[src/rtl/aer_pkg.sv]
// Shared definitions for the AER spike encoder: event field widths, the {ts, addr}
// packing order and the lowest-set-bit priority encoder.
package aer_pkg;

    localparam int unsigned AER_ADDR_W = 3;
    localparam int unsigned AER_TS_W   = 8;
    localparam int unsigned AER_EV_W   = AER_TS_W + AER_ADDR_W;

    // Timestep occupies the MSBs of a packed event.
    typedef struct packed {
        logic [AER_TS_W-1:0]   ts;
        logic [AER_ADDR_W-1:0] addr;
    } aer_event_t;

    function automatic aer_event_t aer_pack(input logic [AER_TS_W-1:0]   ts,
                                            input logic [AER_ADDR_W-1:0] addr);
        aer_event_t ev;
        ev.ts   = ts;
        ev.addr = addr;
        return ev;
    endfunction

    function automatic logic [AER_TS_W-1:0] aer_unpack_ts(input aer_event_t ev);
        return ev.ts;
    endfunction

    function automatic logic [AER_ADDR_W-1:0] aer_unpack_addr(input aer_event_t ev);
        return ev.addr;
    endfunction

    // Index of the lowest set bit; 0 when the vector is all zero.
    function automatic int unsigned aer_lowest_set(input logic [31:0] v);
        int unsigned idx;
        idx = 0;
        for (int i = 31; i >= 0; i--) begin
            if (v[i]) idx = unsigned'(i);
        end
        return idx;
    endfunction

endpackage

[src/rtl/aer_fifo.sv]
// Synchronous event FIFO with occupancy counter; pushes are refused when full and
// pops refused when empty, both judged on the occupancy at the start of the cycle.
module aer_fifo
    import aer_pkg::*;
#(
    parameter int unsigned WIDTH = AER_EV_W,
    parameter int unsigned DEPTH = 4
) (
    input  logic             clk,
    input  logic             rst_n,
    input  logic             push,
    input  logic [WIDTH-1:0] wdata,
    input  logic             pop,
    output logic [WIDTH-1:0] rdata,
    output logic             full,
    output logic             empty
);

    localparam int unsigned PTR_W = (DEPTH > 1) ? $clog2(DEPTH) : 1;

    logic [WIDTH-1:0] mem_q [DEPTH];
    logic [PTR_W-1:0] wr_ptr_q, rd_ptr_q;
    logic [PTR_W:0]   count_q;
    logic             do_push, do_pop;

    assign full    = (count_q == (PTR_W+1)'(DEPTH));
    assign empty   = (count_q == '0);
    assign do_push = push && !full;
    assign do_pop  = pop && !empty;
    assign rdata   = mem_q[rd_ptr_q];

    always_ff @(posedge clk or negedge rst_n) begin
        if (!rst_n) begin
            for (int i = 0; i < int'(DEPTH); i++) mem_q[i] <= '0;
            wr_ptr_q <= '0;
            rd_ptr_q <= '0;
            count_q  <= '0;
        end else begin
            if (do_push) begin
                mem_q[wr_ptr_q] <= wdata;
                wr_ptr_q        <= wr_ptr_q + PTR_W'(1);
            end
            if (do_pop) rd_ptr_q <= rd_ptr_q + PTR_W'(1);
            unique case ({do_push, do_pop})
                2'b10:   count_q <= count_q + (PTR_W+1)'(1);
                2'b01:   count_q <= count_q - (PTR_W+1)'(1);
                default: count_q <= count_q;
            endcase
        end
    end

endmodule

[src/rtl/spike_aer_encoder.sv]
// Turns a per-timestep spike vector into a stream of {timestep, address} events,
// one per cycle in ascending address order, buffered behind a valid/ready port.
module spike_aer_encoder
    import aer_pkg::*;
#(
    parameter int unsigned N_NEURONS  = 8,
    parameter int unsigned ADDR_W     = AER_ADDR_W,
    parameter int unsigned TS_W       = AER_TS_W,
    parameter int unsigned FIFO_DEPTH = 4
) (
    input  logic                 clk,
    input  logic                 rst_n,
    input  logic                 step,
    input  logic [N_NEURONS-1:0] spikes,
    output logic                 ev_valid,
    input  logic                 ev_ready,
    output logic [ADDR_W-1:0]    ev_addr,
    output logic [TS_W-1:0]      ev_ts,
    output logic                 busy,
    output logic                 overflow,
    input  logic                 ovf_clr
);

    logic [N_NEURONS-1:0] pending_q, pending_d;
    logic [TS_W-1:0]      ts_q, cur_ts_q;
    logic                 overflow_q, overflow_d;
    logic                 pending_any;
    logic                 fifo_full, fifo_empty;
    logic                 push, pop;
    logic [ADDR_W-1:0]    scan_addr;
    aer_event_t           push_ev, head_ev;

    assign pending_any = |pending_q;
    assign scan_addr   = ADDR_W'(aer_lowest_set(32'(pending_q)));
    assign push_ev     = aer_pack(cur_ts_q, scan_addr);

    // A step edge never pushes: the old vector is either empty or being discarded.
    assign push = pending_any && !fifo_full && !step;
    assign pop  = !fifo_empty && ev_ready;

    always_comb begin
        pending_d  = pending_q;
        overflow_d = overflow_q;
        if (ovf_clr) overflow_d = 1'b0;
        if (step) begin
            pending_d = spikes;
            if (pending_any) overflow_d = 1'b1;
        end else if (push) begin
            // Clears the lowest set bit, i.e. the one just encoded.
            pending_d = pending_q & (pending_q - N_NEURONS'(1));
        end
    end

    always_ff @(posedge clk or negedge rst_n) begin
        if (!rst_n) begin
            pending_q  <= '0;
            ts_q       <= '0;
            cur_ts_q   <= '0;
            overflow_q <= 1'b0;
        end else begin
            pending_q  <= pending_d;
            overflow_q <= overflow_d;
            if (step) begin
                cur_ts_q <= ts_q;
                ts_q     <= ts_q + TS_W'(1);
            end
        end
    end

    aer_fifo #(
        .WIDTH (AER_EV_W),
        .DEPTH (FIFO_DEPTH)
    ) u_fifo (
        .clk   (clk),
        .rst_n (rst_n),
        .push  (push),
        .wdata (push_ev),
        .pop   (pop),
        .rdata (head_ev),
        .full  (fifo_full),
        .empty (fifo_empty)
    );

    assign ev_valid = !fifo_empty;
    assign ev_addr  = aer_unpack_addr(head_ev);
    assign ev_ts    = aer_unpack_ts(head_ev);
    assign busy     = pending_any || ev_valid;
    assign overflow = overflow_q;

endmodule
[config.mk]
export PLATFORM = sky130hd
export DESIGN_NAME = spike_aer_encoder
export DESIGN_NICKNAME = d
export VERILOG_FILES = /design/src/rtl/aer_pkg.sv /design/src/rtl/aer_fifo.sv /design/src/rtl/spike_aer_encoder.sv
export SDC_FILE = /design/constraint.sdc
export NUM_CORES = 1
export LEC_CHECK = 0
export CAP_MARGIN = 10
export CELL_PAD_IN_SITES_DETAIL_PLACEMENT = 0
export CELL_PAD_IN_SITES_GLOBAL_PLACEMENT = 2
export CORE_ASPECT_RATIO = 0.9
export CORE_MARGIN = 4
export CORE_UTILIZATION = 41
export CTS_CLUSTER_SIZE = 30
export DETAILED_ROUTE_END_ITERATION = 16
export GPL_TIMING_DRIVEN = 0
export HOLD_SLACK_MARGIN = 0.03
export PLACE_DENSITY = 0.74
export SETUP_SLACK_MARGIN = 0.02
export SYNTH_ARGS = -nofsm -noshare
export SYNTH_HDL_FRONTEND = slang
export SYNTH_SLANG_ARGS = --single-unit
[constraint.sdc]
create_clock -name clk -period 3.49 [get_ports clk]
set_input_delay 0.8725 -clock clk [delete_from_list [all_inputs] [get_ports clk]]
set_output_delay 0.8725 -clock clk [all_outputs]
set_load 0.02 [all_outputs]
## Yosys cells after proc, flatten, opt, wreduce, memory -nomap -nowiden

Index checks and enable logic that the tools add are counted.

- Word-level logic and storage cells: 60
- Bits in registers: 76

- Reductions and logical operators: 14
- $add $sub $neg: 6
- $lt $le $gt $ge: 3
- Mux-type cells: 20
- Equality and inequality tests: 3
- Bitwise operators: 3

Operators with widths:

| cell | number |
|---|---|
| bitwise mux 44 bit | 1 |
| two-way mux 11 bit | 3 |
| two-way mux 3 bit | 8 |
| binary-select mux 11 bit (select 2 bit) | 1 |
| demux 11 bit (select 2 bit) | 1 |
| two-way mux 8 bit | 2 |
| adder 8 x 1 -> 8 bit (second input constant) | 1 |
| AND 8 bit | 1 |
| OR reduction 8 bit | 1 |
| subtractor 8 x 1 -> 8 bit (second input constant) | 1 |
| >= comparator 3 bit (second input constant) | 2 |
| logical AND 1 bit | 6 |
| inverter 2 -> 3 bit | 2 |
| case mux 3 bit (2 select lines) | 1 |
| adder 2 x 1 -> 2 bit (second input constant) | 2 |
| nonzero test 2 bit | 2 |
| adder 3 x 1 -> 3 bit (second input constant) | 1 |
| equality test 3 bit (second input constant) | 1 |
| zero test 1 bit | 3 |
| zero test 3 bit | 1 |
| less-than comparator 3 x 1 -> 1 bit (second input constant) | 1 |
| two-way mux 1 bit | 3 |
| subtractor 3 x 1 -> 3 bit (second input constant) | 1 |
| equality test 2 x 1 -> 1 bit (second input constant) | 1 |
| 2 further kinds | 2 |

## Logic depth before layout (Yosys ltp)

Gate-level depths: netlist of the first run.

- Depth in word-level cells: 9
- Gate-level depth with buffers: 9
- Depth with buffers taken out: 8

## Hierarchy

From an unflattened synthesis of the first run, not the netlist that was laid out.

- Cell total of the unflattened synthesis: 244
- Area total of the unflattened synthesis: 3449.6 µm²

By module, submodules not included:

| module | area an instance (µm²) | cells each | instances |
|---|---|---|---|
| aer_fifo | 2323.5 | 145 | 1 |
| spike_aer_encoder | 1126.1 | 99 | 1 |

## Worst setup path after synthesis of the first run

No wires, ideal clock.

- Kind: register to output
- Start point: reg pending_q[0]
- End point: out busy
- Data arrival time: 1551 ps
- Cell stages (with the launch flop): 4
- Data required time: 2618 ps
- Slack: 1067 ps
- Path through: dfrtp_1 or4_4 buf_6 or3_1

- Word-level cells in the longest chain between the ends: 2

Ends and longest elaborated chain:

| item | line | source |
|---|---|---|
| from (decl) | spike_aer_encoder.sv:24 | `logic [N_NEURONS-1:0] pending_q, pending_d;` |
| from (signal assigned) | spike_aer_encoder.sv:61 | `pending_q <= pending_d;` |
| OR reduction 8 bit | spike_aer_encoder.sv:33 | `assign pending_any = \|pending_q;` |
| logical OR 1 bit | spike_aer_encoder.sv:87 | `assign busy = pending_any \|\| ev_valid;` |
| to (decl) | spike_aer_encoder.sv:19 | `output logic busy,` |

Every way passes these cells.

## Final worst setup path of the first run

- Start point: reg pending_q[4]
- End point: out busy

Same word-level chain as after synthesis.

==> results of run 1 <==
==> layout by cell type (no fill, tap or decap), types with 3 or more instances in the layout <==
cell type,synthesis,routed
buf_6,6,6
clkbuf_1,3,5
clkbuf_8,0,10
clkdlybuf4s50_1,0,25
dfrtp_1,76,76
ha_1,6,6
inv_1,10,10
mux2_2,26,26
mux2_4,16,16
mux4_2,11,11
nand2_1,27,27
nand4_1,3,3
nor2_1,6,6
o2111ai_4,4,4
o21ai_0,20,20
xnor2_1,9,9
xor2_1,4,4
==> path summary, 6_finish.rpt <==
path	from	cells past startpoint	endpoint
setup / recovery	pending_q[4]$_DFFE_PN0P_	4	busy
hold reg to reg	u_fifo.mem_q[1]$_DFFE_PN0P_	2	u_fifo.mem_q[1]$_DFFE_PN0P_
setup reg to reg	pending_q[4]$_DFFE_PN0P_	9	u_fifo.count_q[2]$_DFFE_PN0P_
hold / removal	rst_n	1	u_fifo.mem_q[34]$_DFFE_PN0P_
max in group asynchronous	rst_n	2	ts_q[6]$_DFFE_PN0P_
min in group clk	u_fifo.mem_q[1]$_DFFE_PN0P_	2	u_fifo.mem_q[1]$_DFFE_PN0P_
==> metrics by stage <==
step	utilization, %	setup TNS, ns	worst slack, ns	power [W]	instance area (µm²)
floorplan	-	0	1.067	0.002467	3542
global placement	47.99	-92.93	-1.229	0.002917	3946
detailed placement	48.30	0	0.5334	0.002947	3971
CTS	50.65	0	0.1590	0.003628	4165
global route	50.65	0	0.06419	0.003812	4165
finish	50.65	0	0.2313	0.003562	4165
==> sequential cells by signal, indices dropped and copies added, names as in the netlist <==
register and cells:
cur_ts_q 8, overflow 1, pending_q 8, ts_q 8, u_fifo.count_q 3, u_fifo.mem_q 44, u_fifo.rd_ptr_q 2, u_fifo.wr_ptr_q 2
==> cell families (layout without fill, tap and decap cells) <==
kind of cell    after synthesis  in the layout
compound gates               32             32
simple gates                 49             49
mux                          55             55
flops                        76             76
fa+ha+maj                     7              7
buf+inv                      22             65
xor+xnor                     13             13
==> report_power, final <==
part	total (W)	internal (W)	leakage (nW)	switching, W
clock	0.000656	0.000350	0.100	0.000307
combinational	0.00144	0.000794	0.801	0.000641
sequential	0.00147	0.00122	0.953	0.000255
==> area by class of cell <==
cell class	count	area [µm²]
clock inverters	4	48.80
plain buffers	12	92.59
inverters	10	37.54
multi-input cells	156	1510
fillers	759	4058
clock buffers	12	145.1
well taps	115	143.9
repair buffers	27	285.3
flip-flops and latches	76	1902
==> metal layers <==
metal,global-route usage (%),wire length (µm),share of wire (%)
met4,5.825,107,1.6
met3,3.823,207,3.1
met5,0,0,0
met2,23.35,3136,47
met1,19.13,3263,49
==> run summary, run 1 <==
The run finished with clean final reports. The dominant register cell in the synthesized netlist is dfrtp_1. For this run, the total global-route usage over all layers was measured as 14.58%. After synthesis, the largest family of logic cells by area is multiplexers.

The number of placement rows came out at 31. The worst-case IR drop observed on VDD is 0.0003739 V. Kind of end point of the critical path: a primary output. The tightest min-delay check is of the in -> async type. The clock passes through at most 2 buffers. The worst setup path is of the reg -> out kind.

The number of register bits inferred by synthesis was 76. Summed over all instances, the cell type with the most area after synthesis is dfrtp_1. The number of enable flip-flop cells after synthesis was 0; the total of cells resized after clock tree synthesis was 0. Final hold analysis gives a worst-case slack of 0.4709 ns.

For the highest attainable clock frequency, the log shows 306.9 MHz. The run gives 0 as the remaining antenna violation count after routing. The share of Yosys cell area claimed by the top area cell type was 53.69%. Along the worst path, the maximum fanout reaches 8. In the synthesized netlist the async set-or-reset flop fraction comes to 100.0%.

The die is 96.18 µm tall. STA puts the critical path data arrival time at 2.39 ns. The initial antenna violation count was 0.

After clock tree synthesis, the clock-pin slew on the worst setup and hold paths is 0.07 ns. The count of clock tree sinks is 76, and the starting DRC count in detailed routing is 38. The final layout contains 312 nets. Headroom to the max-slew limit came out at 46.54%.

For this design the top-level I/O count stands at 27. For the max-slew violation total from the final report, the log shows 0. TritonCTS built the clock tree.

Among cell families on the critical path, the largest total delay comes from simple AND/OR/NAND/NOR gates. For this design, the slowest cell found on the critical path is or4_1. The routed layout has 2,042 vias. In this run the post-CTS setup repair buffer count came out at 0. The first global-routing pass estimated 11,130 µm of wire. The tools report the die area as 0.01019 mm². The netlist uses 36 different library cells. The cell with the most instances after synthesis was dfrtp_1. The tools report the cts-stage hold buffer count as 0. The tools report the worst-case register-to-register setup slack as 0.88 ns. Detailed placement ended at an HPWL of 4555 µm. The clock period could shrink to 3.259 ns.

At the worst endpoint, the required time is 2.62 ns. The final layout contains routed wiring with a total length of 6715 µm. Of the total synthesized cell area, the portion taken by XOR and XNOR cells is 3.214%. Dividing total power by cell area gives a power density of 855.2 mW/mm².

The worst setup path is launched from a flip-flop. For the starting density of the core, the log shows 43.08%. After synthesis, flip-flops and latches occupy 53.69% of the total area.

The post-synthesis mux area share came out at 22.61%. At the end of routability-driven placement, the weighted congestion stood at 0.7624. The H-tree was split into 3 levels.

The area fraction in compound gates after synthesis is 7.630%. The adder-cell share of the synthesized area works out to 2.685%. The number of cells after detailed placement is 396, and the number of failing setup endpoints in the final timing report is 0. The number of antenna diodes in the final layout is 0.

The run gives 2,194 as the via count of the first global-routing pass. Setup repair after global routing left no endpoint under its margin. Clock tree synthesis selected as its root buffer the cell clkbuf_8.

At the later pin of the worst-skew pair, clock insertion delay measures 0.34 ns. The die is 106.0 µm wide. The delay of the slowest critical-path stage is 0.56 ns. The reported leakage power is 1.855 nW, and the ratio of final minimum period to clock period is 93.37%. By area the synthesized netlist is led by dfrtp_1 54%, mux2_2 8.3%, mux4_2 7.0%, mux2_4 6.8%, o2111ai_4 3.0%. The run gives 0 as the number of warnings issued by yosys.

Port buffering added 26 buffers. Across the run, the number of max-cap violations was 0. Dividing the detail-routed via count by the number of cells gives 4.956. The post-route netlist has 28.28% of its cells at a drive strength greater than 1. Compared with the post-synthesis result, the final layout area differs by 17.59%. Counting every net in the synthesized netlist gives 274. Between clock sinks in the finished design, the worst skew comes to 0.01163 ns. The cell area that synthesis handed to floorplanning was 0.003542 mm². The logs give 412 for the non-filler instance count after layout and 0 for the number of remaining DRC errors. In the synthesized netlist, the number of instances is 254. Number of CTS-inserted buffers: 9.

Counting instances in the post-synthesis netlist gives the leading cell types as 76 x dfrtp_1, 27 x nand2_1, 26 x mux2_2. The area inside the core boundary came out at 0.008223 mm². The largest net degree at the start of global routing was 46.

The number of iterations in the first detailed-routing pass is 4. The combined buffer and inverter count along the critical path is 2, and the area share of and/or/nand/nor cells after synthesis is 6.499%. The number of hold-slack violations in the final timing report is 0, and the worst-margin pin slew is 0.8019 ns. The total congestion overflow after global routing is 0, and the routed length per placed instance is 16.30 µm. The mean post-synth cell area is 13.95 µm². The signal on the critical path passes through or4_1 -> buf_6 -> or3_1 -> clkdlybuf4s50_1.
Note: power is estimated with default switching activity, not from simulation.
==> run 2: changes to the inputs <==
SETUP_SLACK_MARGIN = 0.15   (was 0.02)
clock period = 3.3 ns   (was 3.49 ns; I/O delays follow)
==> run 2 against run 1 <==
Global-route usage unchanged. Cell area up 0.15%. Flip-flop and latch count did not move. Clock power rose by 5.2%. Critical path depth is 1 lower. Critical path type unchanged. First-iteration DRC count fell by 13%. Register-to-register slack lost 0.19 ns.
==> run summary, run 2 (synthesis results as in run 1) <==
Total routing resource utilization after global routing: 14.58% (unchanged). The routed length per placed instance is 16.23 µm (was 16.30 µm). The critical path's slowest cell was clkdlybuf4s50_1 (was or4_1). The flow ran to the end, and the final reports show no timing, DRC or antenna violations. The number of placement rows is 31 (unchanged).

Starting density of the core: 43.08% (unchanged). The run gives 0 (unchanged) as the initial antenna violation count. The number of failing setup endpoints in the final timing report is 0 (unchanged). The number of CTS-inserted buffers is 9 (unchanged), and the final worst-path setup slack is 0.2965 ns (was 0.2313 ns). The via count of the first global-routing pass is 2,194 (unchanged). The run gives 0.01050 ns (was 0.01163 ns) as the worst clock skew.

Number of hold-slack violations in the final timing report: 0 (unchanged). The clock period could shrink to 3.003 ns. The tools report the worst-case register-to-register setup slack as 0.69 ns (was 0.88 ns). The tools report the total congestion overflow after global routing as 0 (unchanged).

The worst-skew pair later-pin latency is 0.34 ns (about the same), and the highest fanout seen on the critical path is 10 (was 8). The H-tree level count was 3 (unchanged); the number of cells after detailed placement was 396 (unchanged). The tools report the startpoint of the worst register-to-register path as pending_q[4]$_DFFE_PN0P_ (unchanged). Top library cells by usage in the layout, fill and taps aside: 76 x dfrtp_1, 27 x nand2_1, 26 x mux2_2 (unchanged). The half-perimeter wire length of the detailed placement result came out at 4555 µm (unchanged). The kind of end point of the critical path was a primary output (unchanged). Origin of the worst setup path: u_fifo.rd_ptr_q[0]$_DFFE_PN0P_ (was pending_q[4]$_DFFE_PN0P_). The worst slack at placement is 0.3909 ns (was 0.5334 ns), and the combined buffer and inverter count along the critical path is 2 (unchanged).

The detailed-route via count came out at 2,043 (was 2,042). For the global-route wire length before repair, the log shows 11,130 µm (unchanged). The data required time of the worst path came out at 2.47 ns (was 2.62 ns). Worst-path cell chain: buf_6 -> mux4_2 -> clkdlybuf4s50_1 (was or4_1 -> buf_6 -> or3_1 -> clkdlybuf4s50_1). The final wirelength is 6688 µm (was 6715 µm), and the final net count is 312 (unchanged). The width of the die was 106.0 µm (unchanged); the die area was 0.01019 mm² (unchanged). The CTS clock-pin slew for the worst setup and hold paths is 0.07 ns (about the same). The flip-flop count of the largest register after layout was 44 (unchanged). The type of the most critical hold path was in -> async (unchanged). The tools report the launching element type of the critical path as a flip-flop (unchanged). The commonest non-fill, non-tap cell in the layout is dfrtp_1 (unchanged). The logs give 1.858 nW (was 1.855 nW) for the reported leakage power and 0 (unchanged) for the number of maximum-capacitance violations. The remaining antenna violation count after routing was 0 (unchanged); the max-slew violation total from the final report was 0 (unchanged).

The tools report the boundary pin count as 27 (unchanged). The synthesis-to-finish area growth was 17.77% (was 17.59%); the total power per unit cell area was 904.2 mW/mm² (was 855.2 mW/mm²). The non-filler instance count after layout came out at 412 (unchanged). For the number of buffers added for setup after CTS, the log shows 0 (unchanged).

The worst path uses 91.01% of the clock period. TritonCTS built the clock tree. The CTS root buffer is clkbuf_8 (unchanged). The delay of the slowest critical-path stage is 0.56 ns (about the same). The count of port buffers added during placement was 26 (unchanged). Setup repair after global routing left no endpoint under its margin.

The worst-margin pin slew came out at 0.6499 ns (was 0.8019 ns). Terminus of the critical flop-to-flop path: u_fifo.count_q[2]$_DFFE_PN0P_ (unchanged). The peak supply drop came out at 0.0003930 V (was 0.0003739 V). For this run, the top clock speed supported by timing is 332.9 MHz.

The count of clock tree sinks is 76 (unchanged). The vertical die dimension came out at 96.18 µm (unchanged). For the number of remaining DRC errors, the log shows 0 (unchanged).

The ratio of cells with drive above 1 in the final layout works out to 28.62% (was 28.28%). Largest net degree at the start of global routing: 46 (unchanged). The gate family responsible for the most delay along the worst path is buffers and inverters (was simple AND/OR/NAND/NOR gates). For the number of iterations in the first detailed-routing pass, the log shows 4 (unchanged). The buffer depth of the longest clock path is 2 (unchanged).

The number of inserted diodes is 0 (unchanged), and the final weighted congestion of routability-driven global placement is 0.7624 (unchanged). The worst reg-to-reg path cell count is 9 (unchanged), and the via-per-instance ratio is 4.959 (was 4.956). The worst hold margin is 0.4239 ns (was 0.4709 ns), and the critical path arrival is 2.18 ns (was 2.39 ns). The worst max-slew margin expressed relative to the limit was 56.30% (was 46.54%).

The tools report the area inside the core boundary as 0.008223 mm² (unchanged). The starting DRC count in detailed routing is 33 (was 38). The register ranked first by flip-flop count is u_fifo.mem_q (unchanged). Critical path class: reg -> out (unchanged).
run 2: changes by cell type in the layout (fill, tap and decap cells not counted), sizes merged:
cell and change:
clkdlybuf4s50 -1, dlygate4sd2 +1
run 2: stage by stage:
step	power (W)	utilization [%]	setup TNS, ns	area [µm²]
final	0.003772	50.73	0	4172
after CTS	0.003841	50.68	0	4168
after detailed placement	0.003117	48.30	0	3971
after global routing	0.004042	50.73	0	4172
after global placement	0.003085	47.99	-103.76	3946
after floorplan	0.002609	-	0	3542
run 2: layout make-up:
class,instances,area [µm²]
flip-flops and latches,76,1902
fillers,760,4051
well taps,115,143.9
clock inverters,4,48.80
clock buffers,12,145.1
inverters,10,37.54
plain buffers,12,100.1
multi-input cells,156,1510
repair buffers,27,284.0
run 2: metal layers:
metal	wire, µm	track usage, %	up-vias
met3	204	3.823	9
met4	107	5.825	0
met5	0	0	-
met1	3205	19.13	1022
li1	-	-	983
met2	3171	23.35	29
run 2: worst max path at each step:
stage	to	slack, ns	depth (start not counted)
detailed placement	u_fifo.count_q[2]$_DFFE_PN0P_	0.39	9
finish	ev_ts[1]	0.30	3
global placement	u_fifo.mem_q[16]$_DFFE_PN0P_	-1.37	1
global route	ev_ts[1]	0.16	3
CTS	ev_ts[1]	0.16	3
floorplan	u_fifo.count_q[2]$_DFFE_PN0P_	0.88	9
run 2: timing repair:
action,in CTS,in global routing
hold buffers,0,0
resized for setup,3,1
gates cloned,0,0
setup endpoints to repair,10,8
run 2: where the power goes:
group	total, W	switching, W	internal, W	leakage, nW
sequential	0.00156	0.000270	0.00129	0.953
combinational	0.00153	0.000677	0.000849	0.804
clock	0.000690	0.000321	0.000370	0.100
==> RTL edit 1, RTL diff (flow settings as in run 2) <==
Reset style: synchronous (`rst_n`), changed in 2 clocked blocks.
--- a/src/rtl/aer_fifo.sv
+++ b/src/rtl/aer_fifo.sv
@@ -29,7 +29,7 @@
     assign do_pop  = pop && !empty;
     assign rdata   = mem_q[rd_ptr_q];
 
-    always_ff @(posedge clk or negedge rst_n) begin
+    always_ff @(posedge clk) begin
         if (!rst_n) begin
             for (int i = 0; i < int'(DEPTH); i++) mem_q[i] <= '0;
             wr_ptr_q <= '0;
--- a/src/rtl/spike_aer_encoder.sv
+++ b/src/rtl/spike_aer_encoder.sv
@@ -51,7 +51,7 @@
         end
     end
 
-    always_ff @(posedge clk or negedge rst_n) begin
+    always_ff @(posedge clk) begin
         if (!rst_n) begin
             pending_q  <= '0;
             ts_q       <= '0;
Behaviour: differs if rst_n is asserted again (counterexample within 4 cycles, from zero or initial values and one cycle with rst_n low); with rst_n held inactive, the same outputs for 10 cycles.
==> RTL edit 1 against run 2 <==
Area after synthesis down 3.4%. Wire length about the same. Cell count grew 1.5%. Worst setup slack better by 0.025 ns. Design area is 2.8% lower. Sequential cell count increased by 2. Clock skew decreased by 0.0036 ns. Critical path type unchanged. Critical endpoint is now ev_ts[3].
Power is not compared: it rests on default switching activity, and its combinational part moved more than twofold at a synthesized area within 25%.
==> RTL edit 1: results (changes against run 2) <==
Drt
  – Routed vias: 2085 (was 2043)
  – Drt pass-1 iters: 4 (unchanged)
  – Iteration-0 DRC Markers: 117 (was 33)
  – Total length of routed wires: 6690 microns (about the same)

Worst setup path
  – End of the worst register-to-register path: u_fifo.count_q[2] (unchanged)
  – Category of the critical setup timing path: reg -> out (unchanged)
  – Number of cells traversed by the worst register-to-register path: 9 (unchanged)
  – WP data arrival: 2.15 ns (was 2.18 ns)
  – Launch point of the worst reg-to-reg path: u_fifo.count_q[2] (was pending_q[4])
  – Internal reg-to-reg setup slack: 0.86 ns (was 0.69 ns)
  – End point of the critical path: ev_ts[3] (was ev_ts[1])
  – Worst-path fanout max: 10 (unchanged)

GRT
  – GRT Total Usage: 0.153 (was 0.146)
  – Pin count of the biggest net entering global routing: 15 (was 46)
  – Number of global-route vias before repair: 2165 (was 2194)
  – Wire length of the first global-routing pass: 11500 microns (was 11100 microns)
  – Number of antenna violations at the first check in global routing: 0 (unchanged)

Placed design
  – # port buffers: 25 (was 26)
  – Detailed placer's ending HPWL: 4650 microns (was 4550 microns)
  – GP Congestion: 0.744 (was 0.762)

Logic synthesis
  – Number of distinct library cells after synthesis: 43 (was 36)
  – Main flop type after synthesis: sky130_fd_sc_hd__edfxtp_1 (was sky130_fd_sc_hd__dfrtp_1)
  – Sequential share of the synthesized area: 0.585 (was 0.537)
  – Number of flops mapped to enable cells by yosys: 44 (was 0)
  – Ranking of synthesized cells by instance count: sky130_fd_sc_hd__edfxtp_1, sky130_fd_sc_hd__nor2_1, sky130_fd_sc_hd__dfxtp_1 (was sky130_fd_sc_hd__dfrtp_1, sky130_fd_sc_hd__nand2_1, sky130_fd_sc_hd__mux2_2)
  – Number of warning messages in the yosys log: 0 (unchanged)
  – Mapped Nets: 293 (was 274)
  – Top post-synthesis cells by area: sky130_fd_sc_hd__edfxtp_1, sky130_fd_sc_hd__dfxtp_1, sky130_fd_sc_hd__mux4_2, sky130_fd_sc_hd__and2_1, sky130_fd_sc_hd__nor2_1 (was sky130_fd_sc_hd__dfrtp_1, sky130_fd_sc_hd__mux2_2, sky130_fd_sc_hd__mux4_2, sky130_fd_sc_hd__mux2_4, sky130_fd_sc_hd__o2111ai_4)
  – Share of async-settable or async-resettable flops after synthesis: 0 (was 1.00)

Final layout
  – Count of filler cells inserted in the layout: 745 (was 760)
  – Fraction of final layout cells with drive strength greater than 1: 0.132 (was 0.286)
  – Number of nets in the layout: 330 (was 312)

CTS
  – Cell chosen for the clock root: sky130_fd_sc_hd__clkbuf_8 (unchanged)
  – Insertion delay to the later sink of the worst-skew pair: 0.34 ns (about the same)
  – Post-cts resize count: 0 (was 3)
  – TritonCTS Buffers: 9 (unchanged)
  – Number of setup buffers added after CTS: 0 (unchanged)
  – Deepest clock path buffer count: 2 (unchanged)

Min path
  – Cell depth of the worst hold path: 2
  – Tightest Hold Check Type: reg -> reg (was in -> async)
  – Startpoint of the most critical hold path: ts_q[7]

Run status
  – Run status: finished clean (unchanged)

STA
  – Worst slew pin tran: 0.964 ns (was 0.650 ns)
  – Fin Clk Skew: 0.00687 ns (was 0.0105 ns)
[RTL edit 1: changes by cell type in the layout (fill, tap and decap cells not counted), moves of 7 or more]
cell | before | now
sky130_fd_sc_hd__dfrtp_1 | 76 | 0
sky130_fd_sc_hd__edfxtp_1 | 0 | 44
sky130_fd_sc_hd__dfxtp_1 | 0 | 34
sky130_fd_sc_hd__nor2_1 | 6 | 40
sky130_fd_sc_hd__and2_1 | 2 | 33
sky130_fd_sc_hd__mux2_2 | 26 | 1
sky130_fd_sc_hd__mux2_4 | 16 | 0
sky130_fd_sc_hd__o21ai_0 | 20 | 4
sky130_fd_sc_hd__nand2_1 | 27 | 15
sky130_fd_sc_hd__mux2i_1 | 2 | 13
sky130_fd_sc_hd__a21oi_1 | 2 | 9
[RTL edit 1: kinds of logic (layout without fill, tap and decap cells)]
family	Yosys count	count (layout)	share of synthesized area
muxes	25	25	0.114
DFF	78	78	0.585
and+or+nand+nor	116	116	0.184
adders and majority gates	3	3	0.0132
xor gates and xnor gates	10	10	0.0256
buffers and inverters	20	62	0.0259
AOI/OAI and AO/OA	25	25	0.0530
[RTL edit 1: power by group]
| part | switching (mW) | total (mW) | leakage (nW) | internal (mW) |
|---|---|---|---|---|
| clock network | 0.356 | 0.861 | 0.121 | 0.505 |
| registers | 0.0558 | 1.17 | 0.734 | 1.11 |
| logic | 0.341 | 0.659 | 0.670 | 0.318 |
[RTL edit 1: through the flow]
| stage | area [sq um] | setup WS (ns) | cells | hold WS [ns] | power, mW |
|---|---|---|---|---|---|
| 6_report | 4050 | 0.322 | 418 | 0.509 | 2.69 |
| 5_1_grt | 4050 | 0.164 | 418 | 0.545 | 2.84 |
| 4_1_cts | 4050 | 0.250 | 418 | 0.507 | 2.72 |
| 3_5_place_dp | 3810 | 0.158 | 402 | 0.487 | 1.86 |
| 3_3_place_gp | 3800 | -0.602 | 401 | 0.486 | 1.85 |
| 2_1_floorplan | 3420 | 0.605 | 277 | 0.458 | 1.62 |
[RTL edit 1: critical path: stages, from the launching register on]
cell and delay [ns]:
sky130_fd_sc_hd__dfxtp_1 0.35, sky130_fd_sc_hd__buf_2 0.36, sky130_fd_sc_hd__mux4_2 0.55, sky130_fd_sc_hd__clkdlybuf4s50_1 0.55
[RTL edit 1: metal layers]
metal / track usage / up-vias / wire, microns
met1: 0.207 / 977 / 3230
li1: - / 1061 / -
met4: 0.0399 / 0 / 69
met5: 0 / - / 0
met3: 0.0458 / 5 / 303
met2: 0.242 / 42 / 3080
[RTL edit 1: layout make-up]
cell class	count	area, sq um	area share
Clock buffer	9	124	0.0306
Buffer	12	58.8	0.0145
Tap cell	99	124	0.0306
Inverter	8	30.0	0.00741
Multi-Input combinational cell	179	1330	0.329
Clock inverter	7	120	0.0296
Timing Repair Buffer	26	262	0.0645
Sequential cell	78	2000	0.494
==> RTL edit 2, RTL diff (settings of run 2) <==
Without the edit above. Set the parameter `N_NEURONS` to 16 (it was 8).
--- a/src/rtl/spike_aer_encoder.sv
+++ b/src/rtl/spike_aer_encoder.sv
@@ -3,7 +3,7 @@
 module spike_aer_encoder
     import aer_pkg::*;
 #(
-    parameter int unsigned N_NEURONS  = 8,
+    parameter int unsigned N_NEURONS  = 16,
     parameter int unsigned ADDR_W     = AER_ADDR_W,
     parameter int unsigned TS_W       = AER_TS_W,
     parameter int unsigned FIFO_DEPTH = 4
Ports: changed (resized spikes); port bits go from 27 to 35. No check against the original RTL was run, so the function may have changed too.
==> RTL edit 2 against run 2 <==
Sequential cell count grew 8. Critical path depth grew 2. Register-to-register slack lost 0.36 ns. Total power is 20% higher. Design area grew 22%. Worst setup slack got worse by 0.026 ns. Wire length increased by 34%. Count of clock-buffer cells in the layout unchanged. Sequential power up 10%. Area after synthesis grew 18%. Cell count is 20% higher. Core utilization up 0.91 points. Critical path type unchanged. Largest cell class unchanged. Clock skew down 0.0047 ns.
==> RTL edit 2: results (changes against run 2) <==
Logic synthesis
  – Synthesized area: 4190 sq um (was 3540 sq um)
  – Ranking of synthesized cells by instance count: sky130_fd_sc_hd__dfrtp_1, sky130_fd_sc_hd__mux2_4, sky130_fd_sc_hd__nand2_1, sky130_fd_sc_hd__o21ai_0, sky130_fd_sc_hd__inv_1 (was sky130_fd_sc_hd__dfrtp_1, sky130_fd_sc_hd__nand2_1, sky130_fd_sc_hd__mux2_2)
  – Share of the synthesized area in compound gates (AO/OA/AOI/OAI): 0.0674 (was 0.0763)
  – Adder and majority cell fraction of the synthesized area: 0.0227 (was 0.0268)
  – Number of distinct library cells after synthesis: 44 (was 36)
  – Top post-synthesis cells by area: sky130_fd_sc_hd__dfrtp_1, sky130_fd_sc_hd__mux2_4, sky130_fd_sc_hd__mux4_2, sky130_fd_sc_hd__mux2_2, sky130_fd_sc_hd__o21ai_0 (was sky130_fd_sc_hd__dfrtp_1, sky130_fd_sc_hd__mux2_2, sky130_fd_sc_hd__mux4_2, sky130_fd_sc_hd__mux2_4, sky130_fd_sc_hd__o2111ai_4)
  – Mapped Nets: 344 (was 274)
  – Sequential share of the synthesized area: 0.501 (was 0.537)

Drt
  – Wire length on met2: 3780 microns (was 3170 microns)
  – Total length of routed wires: 8950 microns (was 6690 microns)
  – Max Used Layer: met3 (was met4)

GRT
  – Met1 Usage GRT: 0.263 (was 0.191)
  – Pin count of the biggest net entering global routing: 71 (was 46)
  – GR met2 Demand/Resource: 0.202 (was 0.234)

Placed design
  – # port buffers: 34 (was 26)
  – Detailed placer's ending HPWL: 6250 microns (was 4550 microns)

Final layout
  – Number of multi-input combinational cells: 201 (was 156)
  – Count of filler cells inserted in the layout: 893 (was 760)
  – Multi-input combinational cell area: 1900 sq um (was 1510 sq um)
  – Fraction of final layout cells with drive strength greater than 1: 0.262 (was 0.286)
  – Number of nets in the layout: 393 (was 312)

Power and ir drop
  – Combinational share of power: 0.382 (was 0.404)
  – Areal power density over the cells: 891 nW/um^2 (was 904 nW/um^2)

Run status
  – Run status: finished clean (unchanged)

Worst setup path
  – Cell type of the slowest stage on the worst timing path: sky130_fd_sc_hd__or4_4 (was sky130_fd_sc_hd__clkdlybuf4s50_1)
[RTL edit 2: cell types whose count changed in the layout (fill, tap and decap cells not counted), sizes merged, moves of 5 or more]
cell | run 2 | this run
inv | 10 | 15
nand2 | 27 | 17
dfrtp | 76 | 84
nand2b | 0 | 7
mux2i | 2 | 8
clkdlybuf4s50 | 24 | 32
nor3 | 1 | 12
nor2 | 6 | 12
a31oi | 0 | 5
[RTL edit 2: worst paths after layout]
kind                                           to  slack, ns    startpoint  cells after the start
worst min-delay path                 pending_q[5]       0.36         rst_n                      1
worst min register to register            ts_q[7]       0.47       ts_q[7]                      1
min in group clk                          ts_q[7]       0.47       ts_q[7]                      1
max in group asynchronous        u_fifo.mem_q[19]       2.32         rst_n                      2
worst max register to register  u_fifo.count_q[2]       0.33  pending_q[4]                     12
worst max-delay path                         busy       0.27  pending_q[4]                      5
[RTL edit 2: worst max-delay path: cells and delay by family (launching register included)]
kind | cells | cell delay [ns]
and+or+nand+nor | 3 | 1.01
DFF | 1 | 0.40
buffers and inverters | 2 | 0.46
